[src/rtl/aes_arb_pkg.sv]
// Shared types and helpers for the AES core arbiter: FSM state encoding,
// the AES block width, and the slice-offset helper for packed requester buses.
package aes_arb_pkg;

  localparam int AES_W = 128;

  typedef enum logic [2:0] {
    IDLE,
    LAUNCH,
    BUSY,
    CAPTURE,
    RESP
  } state_t;

  // Bit offset of requester idx inside a packed NREQ*AES_W bus.
  function automatic int slice_lsb(input int idx);
    return idx * AES_W;
  endfunction

endpackage

[src/rtl/aes_core_arbiter_rr_arbiter.sv]
// Combinational round-robin pick: searches from ptr+1 upward (mod NREQ)
// and returns the first asserted request as one-hot and as an index.
module rr_arbiter #(
  parameter int NREQ = 4
) (
  input  logic [NREQ-1:0]         req,
  input  logic [$clog2(NREQ)-1:0] ptr,
  output logic [NREQ-1:0]         grant,
  output logic [$clog2(NREQ)-1:0] grant_idx,
  output logic                    grant_any
);

  localparam int IDX_W = $clog2(NREQ);

  int               cand;
  logic [IDX_W-1:0] cand_idx;

  // Rotating priority search; the requester just served has lowest priority.
  always_comb begin
    // NOTE: every output gets a default before the search so no path leaves
    // a signal unassigned, which would otherwise infer a latch.
    grant     = '0;
    grant_idx = '0;
    grant_any = 1'b0;
    cand      = 0;
    cand_idx  = '0;
    for (int k = 1; k <= NREQ; k++) begin
      cand     = (int'(ptr) + k) % NREQ;
      cand_idx = cand[IDX_W-1:0];
      if (!grant_any && req[cand_idx]) begin
        grant_any       = 1'b1;
        grant[cand_idx] = 1'b1;
        grant_idx       = cand_idx;
      end
    end
  end

endmodule

[src/rtl/aes_core_arbiter.sv]
// Round-robin scheduler sharing one iterative AES-128 core among NREQ
// requesters, with exactly one job in flight.
// Optional feature: define AES_ARB_WATCHDOG_EN to add a BUSY watchdog that
// resets the core after TIMEOUT cycles and returns an error response.
module aes_core_arbiter
  import aes_arb_pkg::*;
#(
  parameter int NREQ    = 4,
  parameter int TIMEOUT = 64
) (
  input  logic                  clk,
  input  logic                  rst,
  input  logic [NREQ-1:0]       req_valid,
  output logic [NREQ-1:0]       req_ready,
  input  logic [NREQ*AES_W-1:0] req_data,
  input  logic [NREQ*AES_W-1:0] req_key,
  output logic [NREQ-1:0]       resp_valid,
  input  logic [NREQ-1:0]       resp_ready,
  output logic [AES_W-1:0]      resp_data,
  output logic                  resp_err,
  output logic                  core_start,
  output logic [AES_W-1:0]      core_data,
  output logic [AES_W-1:0]      core_key,
  output logic                  core_rst_n,
  input  logic                  core_done,
  input  logic [AES_W-1:0]      core_out
);

  localparam int IDX_W  = $clog2(NREQ);
  localparam int BASE_W = $clog2(NREQ * AES_W);

  state_t             state, state_n;
  logic [IDX_W-1:0]   ptr;
  logic [IDX_W-1:0]   owner;
  logic [IDX_W-1:0]   grant_idx;
  logic [NREQ-1:0]    grant;
  logic               grant_any;
  logic               resp_take;
  logic [BASE_W-1:0]  sel_lsb;
  logic [AES_W-1:0]   cap_data;
  logic               core_rst_n_q;

  rr_arbiter #(.NREQ(NREQ)) u_rr (
    .req       (req_valid),
    .ptr       (ptr),
    .grant     (grant),
    .grant_idx (grant_idx),
    .grant_any (grant_any)
  );

  assign sel_lsb    = BASE_W'(slice_lsb(int'(grant_idx)));
  assign resp_take  = (state == RESP) && resp_ready[owner];
  assign core_rst_n = core_rst_n_q;

`ifdef AES_ARB_WATCHDOG_EN
  localparam int CNT_W = $clog2(TIMEOUT + 1);
  localparam logic [CNT_W-1:0] WD_LAST = CNT_W'(TIMEOUT - 1);

  logic [CNT_W-1:0] wd_cnt;
  logic             wd_fired;
  logic             wd_timeout;
  logic             resp_err_q;

  assign wd_timeout = (state == BUSY) && !core_done && (wd_cnt == WD_LAST);
  assign cap_data   = wd_fired ? '0 : core_out;
  assign resp_err   = resp_err_q;

  // Watchdog: count BUSY cycles, pulse the core reset and flag the response on expiry.
  always_ff @(posedge clk or posedge rst) begin
    if (rst) begin
      wd_cnt       <= '0;
      wd_fired     <= 1'b0;
      resp_err_q   <= 1'b0;
      core_rst_n_q <= 1'b0;
    end else begin
      core_rst_n_q <= !wd_timeout;
      if (state == LAUNCH) begin
        wd_cnt   <= '0;
        wd_fired <= 1'b0;
      end else if (state == BUSY) begin
        wd_cnt <= wd_cnt + CNT_W'(1);
        if (wd_timeout) wd_fired <= 1'b1;
      end
      if (state == CAPTURE) resp_err_q <= wd_fired;
    end
  end
`else
  localparam int unused_timeout = TIMEOUT;

  assign cap_data = core_out;
  assign resp_err = 1'b0;

  // Core reset follows the arbiter reset, released on the first edge after rst drops.
  always_ff @(posedge clk or posedge rst) begin
    if (rst) core_rst_n_q <= 1'b0;
    else     core_rst_n_q <= 1'b1;
  end
`endif

  // State register.
  always_ff @(posedge clk or posedge rst) begin
    // NOTE: sequential state uses non-blocking assignments so every register
    // samples pre-edge values regardless of statement order.
    if (rst) state <= IDLE;
    else     state <= state_n;
  end

  // Next-state logic; done is only honoured in BUSY, so a stray LAUNCH-cycle done is ignored.
  always_comb begin
    state_n = state;
    case (state)
      IDLE:    if (grant_any) state_n = LAUNCH;
      LAUNCH:  state_n = BUSY;
      BUSY: begin
        if (core_done) state_n = CAPTURE;
`ifdef AES_ARB_WATCHDOG_EN
        else if (wd_timeout) state_n = CAPTURE;
`endif
      end
      CAPTURE: state_n = RESP;
      RESP:    if (resp_take) state_n = IDLE;
      default: state_n = IDLE;
    endcase
  end

  // Moore-style handshake outputs; req_ready is the live grant while IDLE.
  always_comb begin
    req_ready  = '0;
    resp_valid = '0;
    core_start = 1'b0;
    if (state == IDLE && !rst) req_ready = grant;
    if (state == RESP) resp_valid[owner] = 1'b1;
    if (state == LAUNCH) core_start = 1'b1;
  end

  // Job datapath: latch the granted pair, capture the result, advance the pointer on hand-off.
  always_ff @(posedge clk or posedge rst) begin
    if (rst) begin
      ptr       <= IDX_W'(NREQ - 1);
      owner     <= '0;
      core_data <= '0;
      core_key  <= '0;
      resp_data <= '0;
    end else begin
      if (state == IDLE && grant_any) begin
        owner     <= grant_idx;
        core_data <= req_data[sel_lsb +: AES_W];
        core_key  <= req_key[sel_lsb +: AES_W];
      end
      if (state == CAPTURE) resp_data <= cap_data;
      if (resp_take) ptr <= owner;
    end
  end

endmodule
[config.mk]
export PLATFORM = sky130hd
export DESIGN_NAME = aes_core_arbiter
export DESIGN_NICKNAME = d
export VERILOG_FILES = /design/src/rtl/aes_arb_pkg.sv /design/src/rtl/aes_core_arbiter_rr_arbiter.sv /design/src/rtl/aes_core_arbiter.sv
export SDC_FILE = /design/constraint.sdc
export NUM_CORES = 1
export LEC_CHECK = 0
export BUFFER_PORTS_ARGS = -buffer_cell sky130_fd_sc_hd__buf_2
export CAP_MARGIN = 20
export CORE_AREA = 3 3 598 600
export DETAILED_ROUTE_END_ITERATION = 12
export DIE_AREA = 0 0 601 603
export HOLD_SLACK_MARGIN = 0.12
export PLACE_DENSITY_LB_ADDON = 0.08
export SYNTH_ARGS = -nofsm -noshare
export SYNTH_HDL_FRONTEND = slang
export SYNTH_HIERARCHICAL = 1
export SYNTH_SLANG_ARGS = --single-unit
[constraint.sdc]
create_clock -name clk -period 18.3 [get_ports clk]
set_input_delay 3.66 -clock clk [delete_from_list [all_inputs] [get_ports clk]]
set_output_delay 3.66 -clock clk [all_outputs]
set_load 0.02 [all_outputs]
# Yosys cells after proc, flatten, opt, wreduce, memory -nomap -nowiden
# Cells that the tools add are included.
# totals
ff_bits	392
input_bits	1163
# classes
addsub	4
n_lt_le_gt_ge	10
eq_ne	7
shifts	2
muxes	39
bitwise	3
reduce_logical	17
# op_table
op	count
$shiftx 512x10->128	2
$mux 4	6
$lt 2x3->1 const B	5
$mux 1	15
$pmux 3 s5	1
$or 4x4->4	3
$logic_and 1x1->1	11
$bmux 1 s2	5
$demux 1 s2	5
$ge 2x1->1 const B	5
$mux 3	3
$mux 2	4
$eq 3x2->1 const B	2
$ne 2x2->1 const B	3
$add 2x1->2 const B	2
$add 2x2->2 const B	2
$logic_not 1->1	4
$eq 3x1->1 const B	1
$eq 3x3->1 const B	1
$logic_not 3->1	1
$reduce_and 3->1	1

# Depth between registers and ports, before layout
# Gate-level depths: netlist of run 1.
# depth
ltp_word	15
mapped_depth	13
depth_no_buf	8

# By module
# The synthesis of run 1 kept the hierarchy.
# modules_own_cells
module	instances	cells_per_inst	area_each_um2	seq_area_each_um2
aes_core_arbiter	1	1171	20703.6	9811.9
rr_arbiter	1	68	525.5	0.0

# Worst setup path after synthesis of run 1
# Ideal clock, no wire load.
# synth_timing
kind	input to output
from	in req_valid[0]
to	out req_ready[0]
arrival_ns	4.916
path_slack_ns	9.724
path_stages	5
n_path_buf	1
path_cell_list	buf_6 mux4_2 a211oi_4 a221o_1 and2_1
# synth_via
elab_chain_len	13
word_cells_on_any_way	25
classes_between	mux: 16; bitwise: 3; reduce/logical: 6
# synth_lines
element	line	text
from (decl)	aes_core_arbiter.sv:13	input logic [NREQ-1:0] req_valid,
$bmux 1 s2	aes_core_arbiter_rr_arbiter.sv:30	if (!grant_any && req[cand_idx]) begin
$mux 1 (implied by the code)	aes_core_arbiter_rr_arbiter.sv:30	
$mux 1	aes_core_arbiter_rr_arbiter.sv:30	
$logic_not 1->1	aes_core_arbiter_rr_arbiter.sv:30	
$logic_and 1x1->1	aes_core_arbiter_rr_arbiter.sv:30	
$mux 1	aes_core_arbiter_rr_arbiter.sv:30	
$logic_not 1->1	aes_core_arbiter_rr_arbiter.sv:30	
$logic_and 1x1->1	aes_core_arbiter_rr_arbiter.sv:30	
$mux 1	aes_core_arbiter_rr_arbiter.sv:30	
$logic_not 1->1	aes_core_arbiter_rr_arbiter.sv:30	
$logic_and 1x1->1	aes_core_arbiter_rr_arbiter.sv:30	
$mux 4 *	aes_core_arbiter_rr_arbiter.sv:30	
via grant[0]	aes_core_arbiter.sv:36	logic [NREQ-1:0] grant;
$mux 4 *	aes_core_arbiter.sv:131	if (state == IDLE && !rst) req_ready = grant;
to (decl)	aes_core_arbiter.sv:14	output logic [NREQ-1:0] req_ready,
# Mark *: on every way through the listed nets, which the timed path passes. The rest lies on a longest branch. The select of a mux whose other input is x is not followed.

# Worst setup path in the final report of run 1
# layout_timing
from	in req_valid[2]
to	out req_ready[0]
# Same word-level chain as after synthesis.

==> metrics.yaml, run 1 <==
min_from: "core_key[20]"
fin_util_pct: 10.5
grtUsageMet2_pct: 21.4
startpoint: "req_valid[2]"
critPathCaptureType: "output port"
synth.distinct_cells: 46
layout.nets: 3958
worstSetupPathType: "in -> out"
vias: 20500
synth_top_flop_cell: "dfrtp_1"
wire_per_inst_microns: 30.0
grt_pass1_vias: 21800
setup_viol: 0
drive_gt1_share_pct: 81.1
pre_cts_ws_ns: 9.29
grt_max_degree: 113
die-area_sq_um: 362000
clkSlewWorstSetupHoldPaths_ns: 0.05
top_usage_layer: "met2"
worstPathCellList: "buf_2 > or3b_1 > o21ai_1 > a21oi_1 > o22ai_2 > a221o_1 > and2_1 > buf_2"
min_path_type: "reg -> reg"
synthToLayoutAreaGrowth_pct: 74.1
synth_seq_cells: 392
hold_viol: 0
die_w_microns: 601
cpPeakStageDelay_ns: 0.36
yosysWarnings: 6
fin_crit_sh_pct: 49.2
cts.sinks: 392
ant_nets: 0
use_met3_pct: 4.28
cp.arrival_ns: 5.34
synth_area_leader_cell: "dfrtp_1"
cts_hold_buf: 0
maxCapViolCount: 0
cpMostUsedCell: "buf_2"
row_count: 218
fin_tns_setup_ns: 0
n_fill_cell: 40600
async_flop_share_pct: 100
power_density_nw_per_um2: 196
placement.io_buffers: 1556
hpwl_microns: 197000
period_minus_slack_ns: 9.00
syn_nets: 2410
antenna_found_initial: 293
place_congestion: 0.825
seqCellArea_sq_um: 9810
io-pin-count: 1558
slew_headroom_pct: 33.0
report.final.slew_viol_count: 0
cts_setup_buffers: 0
reg2reg_from: "ptr[0]"
power_uw: 7240
clockBufferDepth: 4
overflow: 0
cts-root-buf: "clkbuf_16"
rsz0062_at_grt: "no"
first_pass_iters: 7
gr-usage-met1_pct: 14.3
vdd_drop_max_v: 0.000138
core_region_area_sq_um: 353000
clock_latency_ns: 0.77
viasPerCell: 2.70
leakagePower_uw: 0.0154
avgSynthCellArea_sq_um: 17.1
die_y_microns: 603
cp_slowest_cell: "or3b_1"
worst_slack_ns: 9.30
grt.total_usage_pct: 12.1
cts_tree: "yes"
post-route-drc-count: 0
syn_area_sq_um: 21200
multi_input_area_sq_um: 10800
grt_pass1_wl_microns: 281000
finalClockSkew_ns: 0.0464
floorplan.initialDensity_pct: 6.02
cts_buffers: 75
cp_max_fo: 10
yosys-top-cells-area: "dfrtp_1, mux4_2, mux2_2, mux2_1, buf_2"
ys_seq_area_share_pct: 46.2
synth_cells: 1239
outcome: "finished, final reports clean"
h-tree-depth: 3
drt-total-wl_microns: 228000
rrSetupSlack_ns: 12.54
cts.repair.resized: 0
worst_setup_path_start_kind: "input pin"
drt_iter0_drc: 1091
cp.required_ns: 14.64
yosysTopAreaCellShare_pct: 46.0
tightest_slew_ns: 1.01
synth_edf_count: 0
fmax_ghz: 0.111
-- kinds of logic (layout without fill, tap and decap cells) --
group,after synthesis,count (layout),synth area share [%]
adders and majority gates,8,8,0.472
muxes,650,650,48.2
xor gates and xnor gates,1,1,0.0413
and+or+nand+nor,42,42,1.10
other,2,42,0.0354
AOI/OAI and AO/OA,29,29,1.04
buffers and inverters,115,1706,2.90
DFF,392,392,46.2
-- cell usage after synthesis (3+ instances only) --
library cell    n
buf_4          20
and2_1          4
mux2i_1         4
o21ai_0         6
o21ai_1         5
clkbuf_4        6
dfrtp_1       390
nor3_1          4
mux4_2        258
mux2_1         41
buf_6           4
nor2_1          6
ha_1            8
buf_2          45
a21oi_1         3
a221o_1         4
clkbuf_1       34
inv_1           5
mux2_2        346
nand2_1        14
-- final cells by class --
| type | instances | share of cell area [%] |
|---|---|---|
| Antenna cell | 40 | 0.271 |
| Multi-Input combinational cell | 732 | 29.2 |
| Sequential cell | 392 | 26.5 |
| Clock inverter | 11 | 0.399 |
| Clock buffer | 109 | 5.75 |
| Inverter | 6 | 0.0812 |
| Tap cell | 4730 | 16.0 |
| Timing Repair Buffer | 1580 | 21.7 |
-- final timing paths --
path	cells past startpoint	to
worst max-delay path	8	req_ready[0]
worst min-delay path	1	core_key[20]
worst max register to register	10	core_key[56]
worst min register to register	1	core_key[20]
max in group asynchronous	4	core_key[55]
min in group asynchronous	2	owner[0]
-- state kept, by name, summed over array words and instances, names as in the netlist --
signal / cells
state: 3
ptr: 2
core_rst_n: 1
core_key: 128
owner: 2
core_data: 128
resp_data: 128
-- critical path: cells and delay by family --
family          cells  cell delay, ns
compound gates      4            0.78
buf+inv             2            0.39
simple gates        2            0.50
-- per-stage QoR --
step                      cells  hold WS, ns  instance area [sq um]
final                      7600        0.480                  37000
after detailed placement   7440        0.473                  34600
after global routing       7561        0.495                  36900
after floorplan            1239        0.544                  21200
after global placement     7440        0.469                  34600
after CTS                  7560        0.487                  36900
-- layer usage --
metal	part of all wire [%]	up-vias	wire, microns
met5	0.29	-	655
met4	2.1	106	4790
met3	8.3	524	18800
met2	50	1272	113000
met1	40	10500	90500
li1	-	8119	-
-- where the power goes --
group	switching (uW)	total (uW)	internal, uW
clock	557	1400	839
combinational	2390	4190	1810
sequential	306	1650	1340
-- cell usage in the layout (no fill, tap or decap), drive strengths merged, types with 3 or more instances in the layout --
master	netlist	layout
and2	4	4
mux2i	5	5
dfrtp	390	390
clkinv	0	6
a21oi	4	4
mux2	387	387
buf	69	1580
nor3	4	4
ha	8	8
a221o	4	4
mux4	258	258
nand2	14	14
inv	6	7
diode	0	40
o21ai	11	11
nor2	7	7
bufinv	0	3
clkbuf	40	109
Power figures use the tool's default switching activity.
==> run 2: changes to the inputs <==
Clock period 18.3 ns to 8.9 ns, I/O delays scaled along.
==> run 2 against run 1 <==
Sequential power is 100% higher. Highest routed layer unchanged. Critical endpoint unchanged. Largest cell class unchanged. Worst hold slack hardly changed. Wire length is essentially flat. Register-to-register slack worse by 8.1 ns. Largest power group unchanged.
==> metrics.yaml, run 2 (synthesis gave the netlist of run 1 again) <==
outcome: "finished, final reports clean"
fmax_ghz: 0.191
leakagePower_uw: 0.0155  # +0.61%
grt.total_usage_pct: 12.1  # about the same
fin_tns_setup_ns: 0  # unchanged
rsz0062_at_grt: "no"
cts_buffers: 74  # -1.3%
antenna_found_initial: 324  # +11%
grt_pass1_wl_microns: 280000  # -0.29%
core_region_area_sq_um: 353000  # unchanged
ant_nets: 0  # unchanged
slew_headroom_pct: 22.2  # -11 points
hold_viol: 0  # unchanged
worst_slack_ns: 3.67  # -5.63 ns
clock_latency_ns: 0.77  # about the same
first_pass_iters: 5  # -2
final_common_cell: "buf_2"
n_fill_cell: 40600  # -0.086%
worst_setup_path_start_kind: "input pin"
layout.nets: 3958  # unchanged
worstSetupPathType: "in -> out"
cts_tree: "yes"
drive_gt1_share_pct: 81.4  # +0.30 points
power_density_nw_per_um2: 404  # +110%
setup_viol: 0  # unchanged
rrSetupSlack_ns: 4.48  # -8.06 ns
overflow: 0  # unchanged
viasPerCell: 2.67  # -1.0%
die-area_sq_um: 362000  # unchanged
placement.io_buffers: 1556  # unchanged
report.final.slew_viol_count: 0  # unchanged
io-pin-count: 1558  # unchanged
layout_common_cells: "buf_2, dfrtp_1, mux2_2, mux4_2, clkbuf_16"
place_congestion: 0.825  # about the same
hpwl_microns: 197000  # +0.11%
pre_cts_ws_ns: 3.30  # -6.00 ns
finalClockSkew_ns: 0.0636  # +0.0172 ns
top_regs: "core_data (128), core_key (128), resp_data (128)"
period_minus_slack_ns: 5.23
clockBufferDepth: 4  # unchanged
die_w_microns: 601  # unchanged
cts_hold_buf: 0  # unchanged
grt_pass1_vias: 21500  # -1.1%
vias: 20400  # -0.76%
cp.required_ns: 7.12  # -7.52 ns
tightest_slew_ns: 1.17  # +0.161 ns
fin_crit_sh_pct: 58.8
cp_max_fo: 10  # unchanged
floorplan.initialDensity_pct: 6.02  # unchanged
cts-root-buf: "clkbuf_16"
cts.repair.resized: 0  # unchanged
grt_max_degree: 104  # -8.0%
h-tree-depth: 3  # unchanged
maxCapViolCount: 0  # unchanged
vdd_drop_max_v: 0.000276  # +100%
post-route-drc-count: 0  # unchanged
cts_setup_buffers: 0  # unchanged
row_count: 218  # unchanged
drt_iter0_drc: 906  # -17%
cts.sinks: 392  # unchanged
synthToLayoutAreaGrowth_pct: 75.2
min_path_type: "reg -> reg"
die_y_microns: 603  # unchanged
cp.arrival_ns: 3.45  # -1.89 ns
critPathCaptureType: "output port"
wire_per_inst_microns: 29.9  # -0.33%
clkSlewWorstSetupHoldPaths_ns: 0.05  # about the same
drt-total-wl_microns: 228000  # about the same
-- run 2: cell types whose count changed in the layout (fill, tap and decap cells not counted), sizes merged --
cell and delta:
buf +1, bufinv +1, clkinv +3, clkinvlp +2
diode +13, inv +1
-- run 2: layout make-up --
class / count / area, sq um / area share, %
tap: 4730 / 5920 / 15.9
inverter: 6 / 26.3 / 0.0706
clock inverter: 18 / 218 / 0.585
clock buffer: 109 / 2170 / 5.84
multi-input combinational: 732 / 10800 / 29.1
sequential: 392 / 9810 / 26.4
antenna: 53 / 133 / 0.357
timing repair buffer: 1581 / 8100 / 21.8
-- run 2: worst max-delay path, cell delays in order --
cell and delay, ns:
buf_2 0.20, or3b_1 0.36, o21ai_1 0.12, a21oi_1 0.10
o22ai_2 0.31, a221o_1 0.24, and2_1 0.14, buf_2 0.20
-- run 2: per-stage QoR --
step                      std cells  power (uW)  util, %  hold WS [ns]  cell area [sq um]
final                          7621       15000     10.5         0.479              37200
after global routing           7582       16000     10.5         0.491              37100
after CTS                      7568       15700     10.5         0.482              37100
after detailed placement       7441       12500     9.83         0.469              34700
after global placement         7441       12500     9.83         0.467              34700
after floorplan                1239        8720        -         0.544              21200
-- run 2: worst paths after layout --
kind	start	to	cells past startpoint
min	core_data[81]	core_data[81]	1
max	req_valid[2]	req_ready[0]	8
max reg2reg	ptr[0]	core_key[4]	8
max in group asynchronous	rst	core_key[31]	4
min reg2reg	core_data[81]	core_data[81]	1
min in group asynchronous	rst	state[0]	2
-- run 2: power breakdown --
group | internal [uW] | switching, uW
combinational | 3760 | 4910
clock | 1800 | 1170
sequential | 2760 | 625
total | 8310 | 6710
-- run 2: per-layer routing --
metal | global-route usage [%] | wire length (microns)
met5 | 0 | 1080
met1 | 13.7 | 87500
met3 | 5.29 | 21400
met2 | 21.1 | 113000
met4 | 2.37 | 5350
